[src/rtl/sync_to_4phase_bridge.sv]
// Valid/ready FIFO feeding a 4-phase bundled-data request/acknowledge port.
// Lack is synchronised before use; a stalled handshake raises a sticky error.
module sync_to_4phase_bridge #(
    parameter int unsigned WIDTH        = 8,
    parameter int unsigned DEPTH        = 4,
    parameter int unsigned SETUP_CYCLES = 2,
    parameter int unsigned SYNC_STAGES  = 2,
    parameter int unsigned TIMEOUT      = 255
) (
    input  logic                     clk,
    input  logic                     reset,
    input  logic [WIDTH-1:0]         in_data,
    input  logic                     in_valid,
    output logic                     in_ready,
    output logic [WIDTH-1:0]         Ldata,
    output logic                     Lreq,
    input  logic                     Lack,
    output logic                     busy,
    output logic [$clog2(DEPTH):0]   count,
    output logic                     timeout_err
);

    localparam int unsigned AW = $clog2(DEPTH);
    localparam int unsigned CW = AW + 1;
    localparam int unsigned SW = (SETUP_CYCLES > 0) ? $clog2(SETUP_CYCLES + 1) : 1;
    localparam int unsigned WW = $clog2(TIMEOUT + 1);

    localparam logic [CW-1:0] FULL     = CW'(DEPTH);
    localparam logic [SW-1:0] SETUP_LD = SW'(SETUP_CYCLES);
    localparam logic [WW-1:0] WMAX     = WW'(TIMEOUT);

    typedef enum logic [1:0] {IDLE, SETUP, ACK_HI, ACK_LO} state_t;

    state_t                 state, state_nx;
    logic [WIDTH-1:0]       mem [DEPTH];
    logic [AW-1:0]          wr_ptr, rd_ptr;
    logic [SYNC_STAGES-1:0] sync;
    logic                   lack_s;
    logic                   push, pop, waiting;
    logic [SW-1:0]          scnt, scnt_nx;
    logic [WW-1:0]          wcnt, wcnt_nx;
    logic                   lreq_nx, err_nx;

    // No bypass: a full FIFO refuses input even when a pop happens the same cycle.
    assign in_ready = !reset && (count < FULL);
    assign push     = in_valid && in_ready;
    assign lack_s   = sync[SYNC_STAGES-1];
    assign busy     = (state != IDLE);

    always_ff @(posedge clk) begin
        if (reset) sync <= '0;
        else       sync <= {sync[SYNC_STAGES-2:0], Lack};
    end

    always_ff @(posedge clk) begin
        if (reset) begin
            wr_ptr <= '0;
            rd_ptr <= '0;
            count  <= '0;
        end else begin
            if (push) wr_ptr <= wr_ptr + 1'b1;
            if (pop)  rd_ptr <= rd_ptr + 1'b1;
            case ({push, pop})
                2'b10:   count <= count + 1'b1;
                2'b01:   count <= count - 1'b1;
                default: ;
            endcase
        end
    end

    always_ff @(posedge clk) begin
        if (push) mem[wr_ptr] <= in_data;
    end

    always_ff @(posedge clk) begin
        if (reset)    Ldata <= '0;
        else if (pop) Ldata <= mem[rd_ptr];
    end

    always_ff @(posedge clk) begin
        if (reset) begin
            state       <= IDLE;
            scnt        <= '0;
            wcnt        <= '0;
            Lreq        <= 1'b0;
            timeout_err <= 1'b0;
        end else begin
            state       <= state_nx;
            scnt        <= scnt_nx;
            wcnt        <= wcnt_nx;
            Lreq        <= lreq_nx;
            timeout_err <= err_nx;
        end
    end

    always_comb begin
        state_nx = state;
        pop      = 1'b0;
        waiting  = 1'b0;
        scnt_nx  = scnt;
        wcnt_nx  = wcnt;
        lreq_nx  = Lreq;
        err_nx   = timeout_err;
        unique case (state)
            IDLE: begin
                if (count != '0) begin
                    pop      = 1'b1;
                    scnt_nx  = SETUP_LD;
                    state_nx = SETUP;
                end
            end
            SETUP: begin
                if (scnt != '0) begin
                    scnt_nx = scnt - 1'b1;
                end else if (!lack_s) begin
                    lreq_nx  = 1'b1;
                    wcnt_nx  = '0;
                    state_nx = ACK_HI;
                end
            end
            ACK_HI: begin
                if (lack_s) begin
                    lreq_nx  = 1'b0;
                    wcnt_nx  = '0;
                    state_nx = ACK_LO;
                end else begin
                    waiting = 1'b1;
                end
            end
            ACK_LO: begin
                if (!lack_s) state_nx = IDLE;
                else         waiting  = 1'b1;
            end
            default: state_nx = IDLE;
        endcase
        // Saturating wait counter; the flag is raised on the edge it reaches TIMEOUT.
        if (waiting && wcnt != WMAX) begin
            wcnt_nx = wcnt + 1'b1;
            if (wcnt_nx == WMAX) err_nx = 1'b1;
        end
    end

endmodule
[config.mk]
export PLATFORM = sky130hd
export DESIGN_NAME = sync_to_4phase_bridge
export DESIGN_NICKNAME = d
export VERILOG_FILES = /design/src/rtl/sync_to_4phase_bridge.sv
export SDC_FILE = /design/constraint.sdc
export NUM_CORES = 1
export LEC_CHECK = 0
export BUFFER_PORTS_ARGS = -buffer_cell sky130_fd_sc_hd__buf_2
export CORE_MARGIN = 3
export CORE_UTILIZATION = 40
export DETAILED_ROUTE_END_ITERATION = 6
export GPL_TIMING_DRIVEN = 1
export SLEW_MARGIN = 25
export SYNTH_ARGS = -nofsm -noshare
export SYNTH_HDL_FRONTEND = slang
export SYNTH_SLANG_ARGS = --single-unit
[constraint.sdc]
create_clock -name clk -period 4.7 [get_ports clk]
set_input_delay 0.94 -clock clk [delete_from_list [all_inputs] [get_ports clk]]
set_output_delay 0.94 -clock clk [all_outputs]
set_load 0.01 [all_outputs]
; After elaboration in Yosys (flattened, before gate mapping)
; Memory sizes are Yosys's and may differ from the RTL's. A register that Yosys moved wholly into a read port is not among the register bits.
; Cells that the tools add are included.
; W data, S select, Z words.
[word_totals]
input_bits = 12
out_inout_bits = 15
reg_bits = 23
n_memories = 1
wordCells = 76
mem_bits_rw = 32
[mem_list]
columns = name, depth, word_bits, read_ports, rd_clocked_by_memory_dff, wr, line
row1 = mem, 4, 8, 1, 1, 1, 35  ; logic [WIDTH-1:0] mem [DEPTH];
[classes]
reduce_logical = 17
n_addsub = 6
mux = 26
eq_ne = 16
n_lt_le_gt_ge = 1
[ops]
columns = cell, n
row1 = $mux W8, 4
row2 = $pmux W8 S2, 1
row3 = $mux W2, 7
row4 = $ne A2 B2 Y1 const B, 6
row5 = $reduce_bool A2 Y1, 5
row6 = $mux W1, 9
row7 = $ne A3 B3 Y1 const B, 3
row8 = $add A8 B1 Y8 const B, 1
row9 = $eq A8 B8 Y1 const B, 1
row10 = $ne A8 B8 Y1 const B, 1
row11 = $pmux W2 S4, 1
row12 = $reduce_and A4 Y1, 2
row13 = $eq A2 B2 Y1 const B, 3
row14 = $pmux W3 S2, 1
row15 = $reduce_bool A3 Y1, 2
row16 = $reduce_and A5 Y1, 1
row17 = $add A2 B1 Y2 const B, 2
row18 = $eq A2 B1 Y1 const B, 2
row19 = $pmux W1 S2, 2
row20 = $pmux W2 S2, 1
row21 = $add A3 B1 Y3 const B, 1
row22 = $logic_and A1 B1 Y1, 3
row23 = $lt A3 B3 Y1 const B, 1
row24 = $reduce_and A3 Y1, 1
row25 = other kinds (5), 5

; Depth between registers and ports, before layout
; Gate-level depths: netlist of the first run.
[depth]
ltp_word = 5
mapped_depth = 12
ltp_nobuf = 10

; Worst setup path after synthesis of the first run
; OpenSTA, ideal clock, no wires.
[synth_timing]
path_type = input to register
startpoint = input reset
endpoint = register count[2]
n_path_buf = 0
path_slack_ns = 2.200
cell_stages = 9
required_ns = 4.629
setup_ns = 0.071
arrival_ns = 2.429
path_cell_list = nor2_1 and2_1 inv_1 ha_1 inv_1 fa_1 xor2_1 or3_1 a21oi_1
[synth_via]
elab_chain_len = 5
elab_cells_between_ends = 7
cone_classes = 2 x eq/ne / 1 x mux / 4 x reduce/logical
[synth_lines]
columns = element, line
row1 = from (decl), 11  ; input logic reset,
row2 = $logic_not A1 Y1, 45  ; assign in_ready = !reset && (count < FULL);
row3 = $logic_and A1 B1 Y1, 45
row4 = $logic_and A1 B1 Y1, 46  ; assign push = in_valid && in_ready;
row5 = $eq A2 B1 Y1 / $eq A2 B2 Y1 (equally long branches), 63  ; case ({push, pop})
row6 = $pmux W3 S2 / $reduce_bool A2 Y1 (equally long branches), n/a
row7 = to (signal assigned), 64  ; 2'b10: count <= count + 1'b1;
row8 = to (signal assigned), 65  ; 2'b01: count <= count - 1'b1;
row9 = to (decl), 19  ; output logic [$clog2(DEPTH):0] count,
; Parallel ways exist; a longest one is shown, timed or not.
; A chain may end at the register's enable or synchronous reset.

; Worst setup path after layout of the first run
; Ends and elaborated chain as after synthesis.

==> results of run 1 <==
sequential cells by signal (all words and copies together), names as in the netlist:
| register | flops |
|---|---|
| mem | 32 |
| Ldata | 8 |
| wcnt | 8 |
| count | 3 |
| rd_ptr | 2 |
| scnt | 2 |
| state | 2 |
| sync | 2 |
| wr_ptr | 2 |
| Lreq | 1 |
| timeout_err | 1 |
layer usage:
metal / part of all wire / track usage
met1: 0.48 / 0.1834
met2: 0.45 / 0.2117
met3: 0.051 / 0.05714
met4: 0.018 / 0.05683
met5: 0 / 0
critical path, delay by kind of cell:
family                     cells  cell delay (ps)
buffers and inverters          3              570
xor gates and xnor gates       1              150
adders and majority gates      2              540
AOI/OAI and AO/OA              1              140
and+or+nand+nor                3              750
area by class of cell:
cell class              count  area [sq um]
well taps                  77         96.34
flip-flops and latches     63          1582
multi-input cells         139          1076
repair buffers             26         130.1
fillers                   602          3416
clock inverters             6         36.28
inverters                  18         67.56
clock buffers              10         127.6
cell families (layout without fill, tap and decap cells):
group / Yosys count / count (layout) / share of synthesized area
buf+inv: 27 / 60 / 0.04453
simple gates: 64 / 64 / 0.1098
fa+ha+maj: 14 / 14 / 0.06568
mux: 13 / 13 / 0.08322
compound gates: 40 / 40 / 0.1030
flops: 63 / 63 / 0.5686
xor+xnor: 8 / 8 / 0.02519
power by group through the flow:
stage / Sequential, uW / Clock, uW / Combinational [uW]
after floorplan: 739 / 0 / 397
after global placement: 760 / 0 / 503
after detailed placement: 760 / 0 / 512
after CTS: 749 / 405 / 513
after global routing: 759 / 434 / 582
final: 746 / 394 / 505
cells in the mapped netlist (all sizes together), types with 2 or more instances:
| cell | count |
|---|---|
| a21o | 3 |
| and3 | 4 |
| nand3 | 4 |
| nand2 | 22 |
| edfxtp | 32 |
| o21ai | 2 |
| xor2 | 5 |
| and2 | 3 |
| a21oi | 13 |
| or3 | 2 |
| inv | 18 |
| o2bb2ai | 2 |
| a31oi | 2 |
| a311oi | 2 |
| ha | 13 |
| xnor2 | 3 |
| nor2 | 17 |
| a211oi | 2 |
| nor3 | 2 |
| o31ai | 2 |
| nor2b | 3 |
| nand2b | 3 |
| mux2i | 4 |
| clkbuf | 3 |
| buf | 6 |
| dfxtp | 31 |
| mux4 | 8 |
cell usage in the layout, fill, tap and decap left out, drive strengths merged, types with 5 or more instances in the layout:
| cell type | synthesis | layout |
|---|---|---|
| a21oi | 13 | 13 |
| buf | 6 | 26 |
| clkbuf | 3 | 10 |
| dfxtp | 31 | 31 |
| edfxtp | 32 | 32 |
| ha | 13 | 13 |
| inv | 18 | 19 |
| mux4 | 8 | 8 |
| nand2 | 22 | 22 |
| nor2 | 17 | 17 |
| xor2 | 5 | 5 |
worst paths after layout:
kind / to / slack [ps] / depth (start not counted) / startpoint
min: sync[1] / 450 / 1 / sync[0]
min reg2reg: sync[1] / 450 / 1 / sync[0]
max: count[2] / 1870 / 10 / reset
max reg2reg: count[2] / 2030 / 10 / state[0]
metrics by stage:
step                      instance area [sq um]  setup WS [ps]    util  hold slack [ps]
final                                      3115           1874  0.4770            449.3
after global routing                       3115           1687  0.4770            476.0
after CTS                                  3115           1900  0.4770            453.5
after detailed placement                   2952           1525  0.4519            443.9
after global placement                     2952           1599  0.4519            433.9
after floorplan                            2781           2200       -            413.8
==> impl.org, run 1 <==
** Status
- The run finished with clean final reports.

** CTS
- CTS tree :: yes
- CTS clock-pin slew for the worst setup and hold paths :: 70 ps
- The number of gates resized after CTS was 0.
- The tree is rooted in a sky130_fd_sc_hd__clkbuf_8.
- Post-CTS setup buffers :: 0
- Number of clock sinks :: 63
- The H-tree generated during clock tree synthesis spans 3 levels.
- Number of CTS-inserted buffers :: 9
- Count of hold-fix buffers inserted at cts :: 0
- The clock passes through at most 2 buffers.
- At the later pin of the worst-skew pair, clock insertion delay measures 340 ps.

** Power and ir drop
- The analysis attributes to cell leakage a power of 0.001184 uW.
- Net switching component of the power :: 563.5 uW
- The share of total power dissipated in combinational logic is 0.307.
- Internal power :: 1082 uW
- Total power :: 1645 uW
- Ratio of total power to cell area :: 528.0 mW/mm^2
- Worst vdd rail ir drop :: about 0.19 mV
- Of the total power, the share spent switching nets is 0.3425.
- Sequential Power Share :: 0.453
- Share of power burned in the clock network :: 0.240

** Run
- Max-cap violation count :: 0

** Synth
- Counting flops with an async set or reset pin after synthesis yields a share of 0.
- Dominant register cell in the synthesized netlist :: sky130_fd_sc_hd__edfxtp_1
- Warnings, synthesis :: 0
- Counting every net in the synthesized netlist gives 255.
- Area share of the leading cell type in the synthesized netlist :: 0.3455
- Post-synthesis instance area :: 0.002781 sq mm
- Number of distinct library cell variants in the gate-level netlist after synthesis :: 49
- Yosys attributes the largest share of cell area to sky130_fd_sc_hd__edfxtp_1 (35%), sky130_fd_sc_hd__dfxtp_1 (22%), sky130_fd_sc_hd__mux4_2 (6.5%), sky130_fd_sc_hd__ha_1 (5.8%), sky130_fd_sc_hd__nand2_1 (3.0%).
- Share of synthesized area occupied by flip-flops and latches :: 0.5686
- EDFF count, synth :: 32
- #FFs+latches synth :: 63
- In the synthesized netlist, the number of instances is 229.
- Syn avg cell area :: 12.15 sq um
- Summed over all instances, the cell type with the most area after synthesis is sky130_fd_sc_hd__edfxtp_1.

** Global route
- After global routing the overflow that remains totals 0.
- Global-route wire length before repair :: 8.245 mm
- Total routing resource utilization after global routing :: 0.1416
- Maximum number of pins on one net before global-route repair :: 31
- Via count of the first global-routing pass :: 1679
- The number of antenna violations at the first check in global routing was 0.

** Final layout
- Final Non-Filler Cells :: 339
- Layout area overhead :: 12.01%
- Share of cells above drive strength 1 :: 0.1985
- Net count reported at finish :: 283
- ANT cells :: 0

** STA
- Period utilisation layout :: 0.6014
- Setup repair after global routing missed its margin :: false
- Final Slew Violations :: 0
- The count of endpoints failing hold in the final timing report came to 0.
- For the pin with the worst max-slew slack, the measured transition is 636.6 ps.
- For the finished layout, the period the worst path requires is about 2800 ps.
- Fmax :: 353.8 MHz
- Slew HR :: 0.5750
- Setup Total Neg Slack :: 0 ps
- Worst clock skew :: between 9 and 10 ps
- Setup violations remaining at the end of the flow were counted as 0.

** Floorplan
- For this configuration, the core starts out at a cell density of 0.4259.
- Row count :: 29
- Measured along the x axis, the die boundary spans 89.39 um.
- Die Area :: 0.007990 sq mm
- Floorplan die height :: 89.39 um
- In this run the standard cell core region covers 0.006531 sq mm.
- During I/O placement, the number of pins put on the boundary was 27.

** Detailed routing
- First-iteration detailed-routing DRC count :: 96
- Summing over every cut layer, the via total after detailed routing is 1753.
- Via density per instance :: approximately 5.2
- In this run the remaining antenna-violating nets after routing total 0.
- The first detailed-routing pass took 4 iterations.
- Avg WL per Cell :: 14.76 um
- Wires add up to 5.002 mm.
- Drt drc :: 0

** Placement
- Buffers added on ports :: 26
- Detailed Place HPWL :: 3.404 mm
- Cells after DPL :: 323
- The congestion estimate from routability-driven global placement came to 0.6651.

** Worst setup path
- The cell that appears most often on the critical path is sky130_fd_sc_hd__inv_1.
- In this run the worst path has a maximum fanout of 30.
- The largest single stage delay on the critical path is 430 ps.
- Slowest-stage cell, CP :: sky130_fd_sc_hd__buf_2
- The critical path in this run is classified as in -> reg.
- STA classifies the critical path endpoint as a flop.
- Worst endpoint data arrival time :: roughly 3100 ps
- Worst-path cell chain :: buf_2 -> nor2_1 -> and2_1 -> inv_1 -> ha_1 -> inv_1 -> fa_1 -> xor2_1 -> or3_1 -> a21oi_1
- STA puts the critical path data required time at 4970 ps.
- Kind of launch point of the worst setup path :: input pin

** Min path
- In this run the worst hold path is classified as reg -> reg.
Note: power is estimated with default switching activity, not from simulation.
==> run 2, diff against run 1 <==
--- a/config.mk
+++ b/config.mk
@@ -5,6 +5,7 @@
 export SDC_FILE = /design/constraint.sdc
 export NUM_CORES = 1
 export LEC_CHECK = 0
+export ABC_AREA = 1
 export BUFFER_PORTS_ARGS = -buffer_cell sky130_fd_sc_hd__buf_2
 export CORE_MARGIN = 3
 export CORE_UTILIZATION = 40
==> constraint.sdc (replaced) <==
create_clock -name clk -period 2.55 [get_ports clk]
set_input_delay 0.51 -clock clk [delete_from_list [all_inputs] [get_ports clk]]
set_output_delay 0.51 -clock clk [all_outputs]
set_load 0.01 [all_outputs]
==> impl.org, run 2 <==
** Synth
- Warnings, synthesis :: 0
- Synthesized instance count :: 290
- Counting distinct cell types in the post-synthesis netlist gives 31.
- Syn avg cell area :: 9.557 sq um
- Most common library cells after synthesis :: sky130_fd_sc_hd__nor2_1 (49), sky130_fd_sc_hd__o21ai_0 (35), sky130_fd_sc_hd__edfxtp_1 (32)
- For this run, the leading register cell type out of synthesis is sky130_fd_sc_hd__edfxtp_1.
- Counting flops with a built-in enable in the synthesized netlist gives 32.
- By area the synthesized netlist is led by sky130_fd_sc_hd__edfxtp_1 (35%), sky130_fd_sc_hd__dfxtp_1 (22%), sky130_fd_sc_hd__nor2_1 (6.6%), sky130_fd_sc_hd__o21ai_0 (6.3%), sky130_fd_sc_hd__ha_1 (5.9%).
- Counting every net in the synthesized netlist gives 316.
- After synthesis, the share of flip-flops with an asynchronous set or reset is 0.
- #FFs+latches synth :: 63
- Largest area contributor in the synthesized netlist :: sky130_fd_sc_hd__edfxtp_1
- Library cell with the highest instance count after synthesis :: sky130_fd_sc_hd__nor2_1
- Post-synthesis instance area :: 0.002771 sq mm
- Area share of the leading cell type in the synthesized netlist :: 0.3467
- Share of synthesized area occupied by flip-flops and latches :: 0.5707

** Detailed routing
- Number of antenna-violating nets in the routed design :: 0
- First-iteration detailed-routing DRC count :: 86
- Via density per instance :: around 4.9
- The first detailed-routing pass ran for 4 iterations.
- Dividing the detail-routed wire length by the instance count gives about 13 um.
- DR vias :: ~2000
- Drt drc :: 0
- Routed Wire Length :: 5.337 mm

** STA
- Static timing analysis puts the maximum clock frequency at around 480 MHz.
- Number of endpoints failing setup at the final stage :: 0
- Setup repair after global routing left no endpoint under its margin.
- Slew HR :: 0.6326
- The number of pins with negative max-slew slack in the final report was 0.
- Pin slew with the least headroom to its limit :: 550.5 ps
- Worst clock skew :: 7.790 ps
- Period utilisation layout :: 0.8231
- Min Tclk post-route :: 2099 ps
- The count of endpoints failing hold in the final timing report was 0.
- Setup Total Neg Slack :: 0 ps

** Run
- Max-cap violation count :: 0

** Final layout
- Flip-flop count of the largest register, all copies and words added :: 32
- ANT cells :: 0
- Number of fillers in the final layout :: 642
- From synthesis to final layout, the design area changed by 15.08%.
- Leading registers by flop count :: mem: 32 flops, Ldata: 8 flops, wcnt: 8 flops
- Leaving out fill and tap cells, the most frequent cell in the layout is sky130_fd_sc_hd__nor2_1.
- In the layout the commonest cells are sky130_fd_sc_hd__nor2_1 (49), sky130_fd_sc_hd__o21ai_0 (35), sky130_fd_sc_hd__edfxtp_1 (32), sky130_fd_sc_hd__dfxtp_1 (31), sky130_fd_sc_hd__inv_1 (31).
- Summing all flip-flop and latch instances after layout gives 0.001582 sq mm.
- Register containing the most flip-flops in the final layout :: mem
- Area taken by multi-input logic gates :: 0.001021 sq mm
- Share of cells above drive strength 1 :: 0.1782
- Net count reported at finish :: 352

** CTS
- After clock tree synthesis, the clock-pin slew on the worst setup and hold paths is about 70 ps.
- Number of CTS-inserted buffers :: 9
- The clock tree synthesis step divided the H-tree into 3 levels.
- Buffer cell driving the clock tree root :: sky130_fd_sc_hd__clkbuf_8
- Worst skew pair latency :: 330 ps
- CTS tree :: yes
- Post-CTS setup buffers :: 0
- Count of hold-fix buffers inserted at cts :: 0
- CTS saw 63 sinks.
- The clock passes through at most 2 buffers.
- Gates resized during post-CTS repair numbered 0.

** Power and ir drop
- Leakage :: 0.001235 uW
- The analysis attributes to net switching a power of 1088 uW.
- Comb pwr share :: 0.314
- Overall power consumption after layout is estimated at 3088 uW.
- IR analysis of the VDD net gives a maximum drop of 0.3516 mV.
- Dividing total power by cell area gives a power density of 968.2 mW/mm^2.
- The share of total power dissipated in sequential elements is 0.426.
- Share of power burned in the clock network :: 0.260
- The internal portion of the total power is 2000 uW.
- Fraction of power spent switching nets :: 0.3524

** Min path
- Hold Crit Class :: in -> reg

** Worst setup path
- On the worst path, the slowest cell contributes a delay of between 300 and 400 ps.
- Startpoint-to-endpoint class of the critical path :: reg -> reg
- Traced cell by cell, the critical path runs through inv_1 -> ha_1 -> inv_1 -> a31oi_1 -> ha_1 -> inv_1 -> fa_1 -> a21oi_1 -> o21ai_0 -> xor2_1 -> nor2_1.
- Worst EP required :: 2770 ps
- Data arrives at the worst endpoint at 2320 ps.
- Critical Path Fanout Max :: 4
- STA classifies the critical path startpoint as a flop.
- Critical path's most frequent cell :: sky130_fd_sc_hd__inv_1
- STA classifies the critical path endpoint as a flop.
- The slowest stage of the critical path is the sky130_fd_sc_hd__fa_1 cell.

** Global route
- For this run the aggregate overflow at the end of global routing stands at 0.
- The via count of the first global-routing pass was ~1900.
- The number of antenna violations at the first check in global routing was 0.
- The first global-routing pass estimated 8.907 mm of wire.
- Entering global routing, the biggest net connects 20 pins.
- Total routing resource utilization after global routing :: 0.1501

** Floorplan
- After floorplanning, the core was divided into 29 placement rows.
- Total core area :: between 0.006 and 0.007 sq mm
- Pin placement for this block handled 27 I/O pins.
- The floorplan step defined a die boundary enclosing 0.007963 sq mm.
- Effective utilization at floorplan :: 0.4243
- From bottom edge to top edge, the die measures 89.24 um.
- Floorplan die width :: approximately 89 um

** Placement
- Routability congestion estimate from global placement :: 0.8018
- Summed over all nets, the half-perimeter wirelength after detailed placement is 3.600 mm.
- The count of buffers added on input and output ports is 26.

** Status
- Status :: completed
[run 2: path summary, 6_finish.rpt]
kind              startpoint  endpoint  slack, ps  depth (start not counted)
setup / recovery    state[1]  count[2]        450                         11
hold reg to reg      sync[0]   sync[1]        400                          2
hold / removal          Lack   sync[0]        380                          3
setup reg to reg    state[1]  count[2]        450                         11
[run 2: layout make-up]
| type | count | area share |
|---|---|---|
| multi-input combinational | 185 | 0.3201 |
| inverter | 34 | 0.04002 |
| sequential | 63 | 0.4959 |
| clock buffer | 11 | 0.04119 |
| timing repair buffer | 33 | 0.05728 |
| clock inverter | 5 | 0.01530 |
| tap | 77 | 0.03021 |
[run 2: power by group through the flow]
stage	combinational (uW)	clock, uW	sequential (uW)
6_report	970	802	1320
5_1_grt	1140	875	1330
4_1_cts	986	828	1320
3_5_place_dp	978	0	1340
3_3_place_gp	960	0	1330
2_1_floorplan	704	0	1320
[run 2: logic make-up after synthesis]
kind of cell / count (synthesis) / synth area share
DFF: 63 / 0.5707
AOI/OAI and AO/OA: 72 / 0.1409
buffers and inverters: 42 / 0.06094
adders and majority gates: 14 / 0.06592
and+or+nand+nor: 98 / 0.1585
xor gates and xnor gates: 1 / 0.003161
[run 2: routing by layer]
layer / global-route usage / up-vias / routed length [um]
met5: 0 / - / 0
met4: 0.08119 / 0 / 38
met3: 0.03318 / 4 / 211
met2: 0.2271 / 31 / 2503
met1: 0.2001 / 919 / 2583
li1: - / 1053 / -
[run 2: stage by stage]
step / setup WS, ps / cells / area (sq um) / hold WS, ps / utilization
global placement: 455.3 / 392 / 3009 / 391.1 / 0.4607
finish: 451.1 / 408 / 3189 / 379.9 / 0.4883
CTS: 428.9 / 408 / 3189 / 363.2 / 0.4883
detailed placement: 393.2 / 392 / 3009 / 399.9 / 0.4607
floorplan: 434.3 / 290 / 2771 / 388.3 / -
global route: 159.1 / 408 / 3189 / 383.8 / 0.4883
[run 2: critical path: cells and delay by family, from the launching register on]
family	cells	cell delay, ps
DFF	1	330
and+or+nand+nor	1	50
adders and majority gates	3	760
AOI/OAI and AO/OA	3	450
buffers and inverters	3	260
xor gates and xnor gates	1	140
